### config.mk
export PLATFORM = sky130hd
export DESIGN_NAME = enc_seq_ctrl
export DESIGN_NICKNAME = d
export VERILOG_FILES = /design/src/rtl/enc_seq_ctrl.sv
export SDC_FILE = /design/constraint.sdc
export NUM_CORES = 1
export LEC_CHECK = 0
export BUFFER_PORTS_ARGS = -buffer_cell sky130_fd_sc_hd__buf_4
export CAP_MARGIN = 5
export CORE_UTILIZATION = 50
export DETAILED_ROUTE_END_ITERATION = 10
export MAX_ROUTING_LAYER = met4
export PLACE_DENSITY = 0.79
export SKIP_LAST_GASP = 1
export SYNTH_ARGS = -nofsm -noshare
export SYNTH_HDL_FRONTEND = slang
export SYNTH_SLANG_ARGS = --single-unit
### constraint.sdc
create_clock -name CLK -period 2.9 [get_ports CLK]
set_input_delay 0.87 -clock CLK [delete_from_list [all_inputs] [get_ports CLK]]
set_output_delay 0.87 -clock CLK [all_outputs]
set_load 0.01 [all_outputs]
### src/rtl/enc_seq_ctrl.sv
// Encoder measurement sequencer: selects a Z reference, lets it settle, arms
// the encoder counters until both are ready (or an overflow / timeout occurs),
// captures the live counts and holds the result until the consumer acknowledges.
module enc_seq_ctrl #(
    parameter int CNT_W  = 64,
    parameter int TO_W   = 32,
    parameter int SETTLE = 2
) (
    input  logic             CLK,
    input  logic             I_RST,
    input  logic             I_START,
    input  logic             I_SEL_CFG,
    input  logic [TO_W-1:0]  I_TIMEOUT,
    input  logic             I_READY_0,
    input  logic             I_READY_1,
    input  logic             I_OVERFLOW_0,
    input  logic             I_OVERFLOW_1,
    input  logic [CNT_W-1:0] I_CNT_A0,
    input  logic [CNT_W-1:0] I_CNT_A1,
    input  logic             I_RES_ACK,
    output logic             O_ARM,
    output logic             O_SEL,
    output logic             O_BUSY,
    output logic             O_RES_VALID,
    output logic [CNT_W-1:0] O_RES_CNT_A0,
    output logic [CNT_W-1:0] O_RES_CNT_A1,
    output logic [2:0]       O_STATUS,
    output logic             O_DONE
);

    typedef enum logic [2:0] {
        IDLE    = 3'd0,
        SETUP   = 3'd1,
        ARMED   = 3'd2,
        CAPTURE = 3'd3,
        HOLD    = 3'd4
    } state_t;

    localparam logic [3:0]      SETTLE_LAST = 4'(SETTLE - 1);
    localparam logic [TO_W-1:0] TO_ONE      = TO_W'(1);

    state_t          state;
    state_t          next_state;
    logic [3:0]      settle_cnt;
    logic [TO_W-1:0] to_cnt;
    logic [TO_W-1:0] limit;
    logic            rdy0;
    logic            rdy1;
    logic            ovf0;
    logic            ovf1;
    logic            to_flag;

    // Flags as they will be after this cycle's sampling, so an exit can be
    // taken in the same cycle a ready/overflow input is first seen.
    logic rdy0_now;
    logic rdy1_now;
    logic ovf0_now;
    logic ovf1_now;
    logic to_hit;
    logic capture_req;

    // Exit-condition evaluation for the ARMED phase
    always_comb begin
        rdy0_now    = rdy0 | I_READY_0;
        rdy1_now    = rdy1 | I_READY_1;
        ovf0_now    = ovf0 | I_OVERFLOW_0;
        ovf1_now    = ovf1 | I_OVERFLOW_1;
        to_hit      = (limit != '0) && (to_cnt == (limit - TO_ONE));
        capture_req = (rdy0_now & rdy1_now) | ovf0_now | ovf1_now | to_hit;
    end

    // State register
    always_ff @(posedge CLK) begin
        if (I_RST) begin
            state <= IDLE;
        end else begin
            state <= next_state;
        end
    end

    // Next-state logic
    always_comb begin
        next_state = state;
        case (state)
            IDLE:    if (I_START) next_state = SETUP;
            SETUP:   if (settle_cnt == SETTLE_LAST) next_state = ARMED;
            ARMED:   if (capture_req) next_state = CAPTURE;
            CAPTURE: next_state = HOLD;
            HOLD:    if (I_RES_ACK) next_state = IDLE;
            default: next_state = IDLE;
        endcase
    end

    // Combinational outputs derived from the state register and flags
    always_comb begin
        O_BUSY   = (state != IDLE);
        O_STATUS = {to_flag, ovf1, ovf0};
    end

    // Registered outputs, run configuration, counters and sticky flags.
    // ARM/VALID/DONE are decoded from next_state so they are flop outputs
    // that line up exactly with the state they describe.
    always_ff @(posedge CLK) begin
        if (I_RST) begin
            O_ARM        <= 1'b0;
            O_SEL        <= 1'b0;
            O_RES_VALID  <= 1'b0;
            O_DONE       <= 1'b0;
            O_RES_CNT_A0 <= '0;
            O_RES_CNT_A1 <= '0;
            settle_cnt   <= '0;
            to_cnt       <= '0;
            limit        <= '0;
            rdy0         <= 1'b0;
            rdy1         <= 1'b0;
            ovf0         <= 1'b0;
            ovf1         <= 1'b0;
            to_flag      <= 1'b0;
        end else begin
            O_ARM       <= (next_state == ARMED);
            O_RES_VALID <= (next_state == HOLD);
            O_DONE      <= (next_state == HOLD) && (state != HOLD);
            case (state)
                IDLE: begin
                    if (I_START) begin
                        O_SEL      <= I_SEL_CFG;
                        limit      <= I_TIMEOUT;
                        settle_cnt <= '0;
                        to_cnt     <= '0;
                        rdy0       <= 1'b0;
                        rdy1       <= 1'b0;
                        ovf0       <= 1'b0;
                        ovf1       <= 1'b0;
                        to_flag    <= 1'b0;
                    end
                end
                SETUP: begin
                    settle_cnt <= settle_cnt + 4'd1;
                    to_cnt     <= '0;
                end
                ARMED: begin
                    rdy0 <= rdy0_now;
                    rdy1 <= rdy1_now;
                    ovf0 <= ovf0_now;
                    ovf1 <= ovf1_now;
                    if (to_hit) to_flag <= 1'b1;
                    if (to_cnt != '1) to_cnt <= to_cnt + TO_ONE;
                end
                CAPTURE: begin
                    O_RES_CNT_A0 <= I_CNT_A0;
                    O_RES_CNT_A1 <= I_CNT_A1;
                end
                default: ;
            endcase
        end
    end

endmodule

# --- Yosys cells after proc, flatten, opt, wreduce, memory -nomap -nowiden ---
# Cells that the tools add are included.
word_totals:
  reg_bits: 208
  inputBits: 169
  out_inout_bits: 136
  wordCells: 69
classes:
  add_sub_neg: 3
  n_eq_ne: 13
  n_mux: 17
  bitwise: 8
  reduce_logical: 13
op_table:
  columns: ["op", "count"]
  rows:
  - ["$pmux W32 S3", 1]
  - ["$mux W32", 2]
  - ["$add A32 B1 Y32 const B", 1]
  - ["$eq A32 B32 Y1", 1]
  - ["$ne A32 B32 Y1 const B", 1]
  - ["$reduce_bool A32 Y1", 1]
  - ["$sub A32 B1 Y32 const B", 1]
  - ["$pmux W3 S5", 1]
  - ["$mux W3", 4]
  - ["$pmux W1 S2", 5]
  - ["$eq A3 B2 Y1 const B", 3]
  - ["$pmux W4 S2", 1]
  - ["$or A1 B1 Y1", 7]
  - ["$eq A3 B3 Y1 const B", 2]
  - ["$ne A2 B2 Y1 const B", 3]
  - ["$reduce_and A2 Y1", 3]
  - ["$reduce_and A3 Y1", 2]
  - ["$reduce_bool A3 Y1", 2]
  - ["$add A4 B1 Y4 const B", 1]
  - ["$eq A4 B1 Y1 const B", 1]
  - ["$mux W4", 1]
  - ["$reduce_bool A2 Y1", 2]
  - ["$eq A3 B1 Y1 const B", 1]
  - ["$logic_not A3 Y1", 1]
  - ["other kinds (4)", 6]

# --- Logic depth before layout (Yosys ltp) ---
depth:
  word_depth: 9
  ltp_mapped: 10

# --- Worst setup path after synthesis ---
# Ideal clock, no wire load.
synth_path:
  kind: "register -> register"
  startpoint: "reg limit[0]"
  endpoint: "reg O_ARM"
  setup_ns: 0.115
  arrival_time_ns: 2.484
  required_ns: 2.785
  setup_slack_ns: 0.301
  path_stages_with_launch: 11
  path_buffers: 0
  period_less_slack_ns: 2.599
  path_cell_list: "dfxtp_1 inv_1 ha_1 nor3b_2 nand4_2 or4_1 nand3_1 nand4_1 nor4_2 nand4_1 and3_1"
synth_via:
  elab_chain_cells: 7
  elab_cells_between_ends: 8
synth_lines:
  columns: ["item", "line", "text"]
  rows:
  - ["from (decl)", "46", "logic [TO_W-1:0] limit;"]
  - ["from (signal assigned)", "113", "limit <= '0;"]
  - ["from (signal assigned)", "127", "limit <= I_TIMEOUT;"]
  - ["$sub A32 B1 Y32", "68", "to_hit = (limit != '0) && (to_cnt == (limit - TO_ONE));"]
  - ["$eq A32 B32 Y1", "68", null]
  - ["$logic_and A1 B1 Y1 *", "68", null]
  - ["$or A1 B1 Y1 *", "69", "capture_req = (rdy0_now & rdy1_now) | ovf0_now | ovf1_now | to_hit;"]
  - ["$mux W3 *", "87", "ARMED: if (capture_req) next_state = CAPTURE;"]
  - ["$pmux W3 S5 *", "84", "case (state)"]
  - ["$eq A3 B2 Y1 *", "120", "O_ARM <= (next_state == ARMED);"]
  - ["to (signal assigned)", "120", null]
  - ["to (decl)", "21", "output logic O_ARM,"]
# Mark *: on every way between the ends. The rest lies on a longest branch, timed or not.
# A chain may end at the register's enable or synchronous reset.

# --- Final worst setup path ---
# Ends and elaborated chain as after synthesis.

==> summary.txt <==
Route
  – Vias: 8588
  – DRT iter0 DRCs: 544
  – Via density: 5.23
  – Drt drc: 0
  – Routed Antenna Nets: 0
  – Total Wirelength: 26.7 mm
  – Routed wire per std cell: 16.3 um
  – TritonRoute pass-1 iters: 5

Worst setup path
  – CP Class: flop to flop
  – WP data arrival: 3.12 ns
  – Critical Path RT: around 3.3 ns
  – Crit path max fanout: 7
  – FF-to-FF path depth: 10
  – Critical Path End Type: flop
  – Critical Path Source Type: flop

Synth
  – Syn Inst Count: between 1k and 1.5k
  – Ys flop type: dfxtp_1
  – Distinct cells, synth: 52
  – Synth warn: 0
  – Ys async rst share: 0
  – EDFF count, synth: 0
  – Post-synthesis sequential area ratio: 0.474
  – Synthesized area per cell: 7.85 um2
  – Cell area after synthesis: 0.00878 mm2
  – Seq cells post-synth: roughly 210
  – Syn nets: roughly 1.3k

Place
  – GP Congestion: 0.940
  – # port buffers: 304
  – HPWL after detailed placement: 19.6 mm

GRT
  – Vias in the first global route: 8151
  – Total congestion overflow: 0
  – First-pass GRT wire length: 41.8 mm
  – Initial antenna violation count: 0
  – Largest net degree at the start of global routing: 86
  – GRT Overall Usage: 0.298

Finish
  – Most frequent cells in the layout: nand2_1 (346), buf_4 (330), dfxtp_1 (208)
  – ANT cells: 0
  – Area grow syn2layout: 37.5%
  – Most common cell after layout, fill and taps aside: nand2_1
  – Nets: 1575
  – Proportion of layout cells with a drive suffix above 1: 0.272

STA
  – Final Hold Vio Count: 0
  – Setup TNS: 0 ns
  – Hold_ws: between 0.4 and 0.5 ns
  – Least-Margin Pin Slew: 0.763 ns
  – Worst slew margin: 0.489
  – Fmax: between 0.3 and 0.4 GHz
  – Final worst clock skew: 0.0132 ns
  – # setup viols final: 0
  – Minimum clock period: 2.71 ns
  – Unrepaired setup endpoints after global routing: false
  – Slew Viols, Final: 0
  – Final cycle utilization of the critical path: 0.936

Power
  – Lkg Pwr: 0.00490 uW
  – Peak supply drop: 414 uV
  – Pwr dens: 551 mW/mm2

Clock network
  – Hold buffer count at CTS: 0
  – Post-CTS sizing: 0
  – Clk slew on worst S/H paths: 0.06 ns
  – Clock Tree Buf Depth: 3
  – Htree depth: 1
  – Clock Latency Late Sink: 0.52 ns
  – TritonCTS Buffers: 23
  – CTS Root Buffer Type: clkbuf_16
  – CTS tree: yes
  – Post-CTS Setup Inserts: 0
  – Clock sinks: 208

Floorplanning
  – Die area: 0.0181 mm2
  – Die height: approximately 130 um
  – I/O pins: 305
  – Starting Density: 0.509
  – Site row count: 48
  – Core area: 0.0172 mm2
  – Die width: 134 um

Outcome
  – Run status: complete, no violations

Worst hold path
  – Hold/Removal Path Class: flop to flop
  – Worst Hold Depth: 2

Flow run
  – Max Cap Viol: 0
synthesized netlist by cell type, types with 3 or more instances:
cell,count,area share
nand2_1,346,0.15
dfxtp_1,208,0.47
a21oi_1,174,0.099
clkbuf_1,67,0.029
nor2_1,60,0.026
xnor2_1,39,0.039
xor2_1,39,0.039
nand3_1,26,0.015
nand4_1,18,0.013
nor4_1,15,0.011
nor3_1,14,0.0080
and3_1,10,0.0071
inv_1,9,0.0038
a22oi_1,6,0.0051
and4_1,6,0.0060
and2_1,5,0.0036
ha_1,5,0.0071
o31ai_1,5,0.0043
o21ai_0,4,0.0023
or4_1,4,0.0034
buf_1,3,0.0013
buf_2,3,0.0017
buf_4,3,0.0026
nor2b_1,3,0.0021
nor4_2,3,0.0043
or3_1,3,0.0021
layout make-up:
cell class / instances / area (um2)
clock inverters: 6 / 70.1
flip-flops and latches: 208 / 4160
multi-input cells: 824 / 4270
fillers: 1389 / 5170
clock buffers: 34 / 667
well taps: 225 / 282
repair buffers: 335 / 2580
inverters: 9 / 33.8
sequential cells by signal, summed over array words and instances (netlist names), 3 cells and up:
| register | cells |
|---|---|
| O_RES_CNT_A0 | 64 |
| O_RES_CNT_A1 | 64 |
| limit | 32 |
| settle_cnt | 4 |
| state | 3 |
| to_cnt | 32 |
kinds of logic after synthesis:
kind of cell / after synthesis / share of synthesized area
xor+xnor: 78 / 0.0778
fa+ha+maj: 5 / 0.00713
compound gates: 206 / 0.126
mux: 2 / 0.00228
simple gates: 533 / 0.273
flops: 208 / 0.474
buf+inv: 86 / 0.0393
critical path, cell delays in order (launching register included):
cell and delay (ns):
dfxtp_1 0.36, inv_1 0.10, ha_1 0.23, nor3b_2 0.27, nand4_2 0.22, or4_1 0.52
nand3_1 0.10, nand4_1 0.10, nor4_2 0.26, nand4_1 0.21, and3_1 0.24
final timing paths:
path | start | to | slack, ns
setup / recovery | limit[0] | O_ARM | 0.19
hold / removal | O_RES_CNT_A0[55] | O_RES_CNT_A0[55] | 0.45
setup reg to reg | limit[0] | O_ARM | 0.19
hold reg to reg | O_RES_CNT_A0[55] | O_RES_CNT_A0[55] | 0.45
per-stage QoR:
| step | utilization | worst slack (ns) | area (um2) | instances | power, uW |
|---|---|---|---|---|---|
| 6_report | 0.700 | 0.186 | 12100 | 1641 | 6650 |
| 5_1_grt | 0.700 | 0.0202 | 12100 | 1641 | 6910 |
| 4_1_cts | 0.700 | 0.176 | 12100 | 1641 | 6690 |
| 3_5_place_dp | 0.657 | 0.197 | 11300 | 1601 | 3860 |
| 3_3_place_gp | 0.657 | 0.284 | 11300 | 1601 | 3850 |
| 2_1_floorplan | - | 0.301 | 8780 | 1118 | 3500 |
where the power goes:
part,internal (uW),switching [uW]
combinational,403,412
clock,1680,1160
sequential,2910,74.3
metal layers:
metal,share of wire,track usage
met1,0.41,0.362
met2,0.49,0.491
met3,0.065,0.0661
met4,0.032,0.0974
met5,0,-
(Power assumes the default switching activity.)
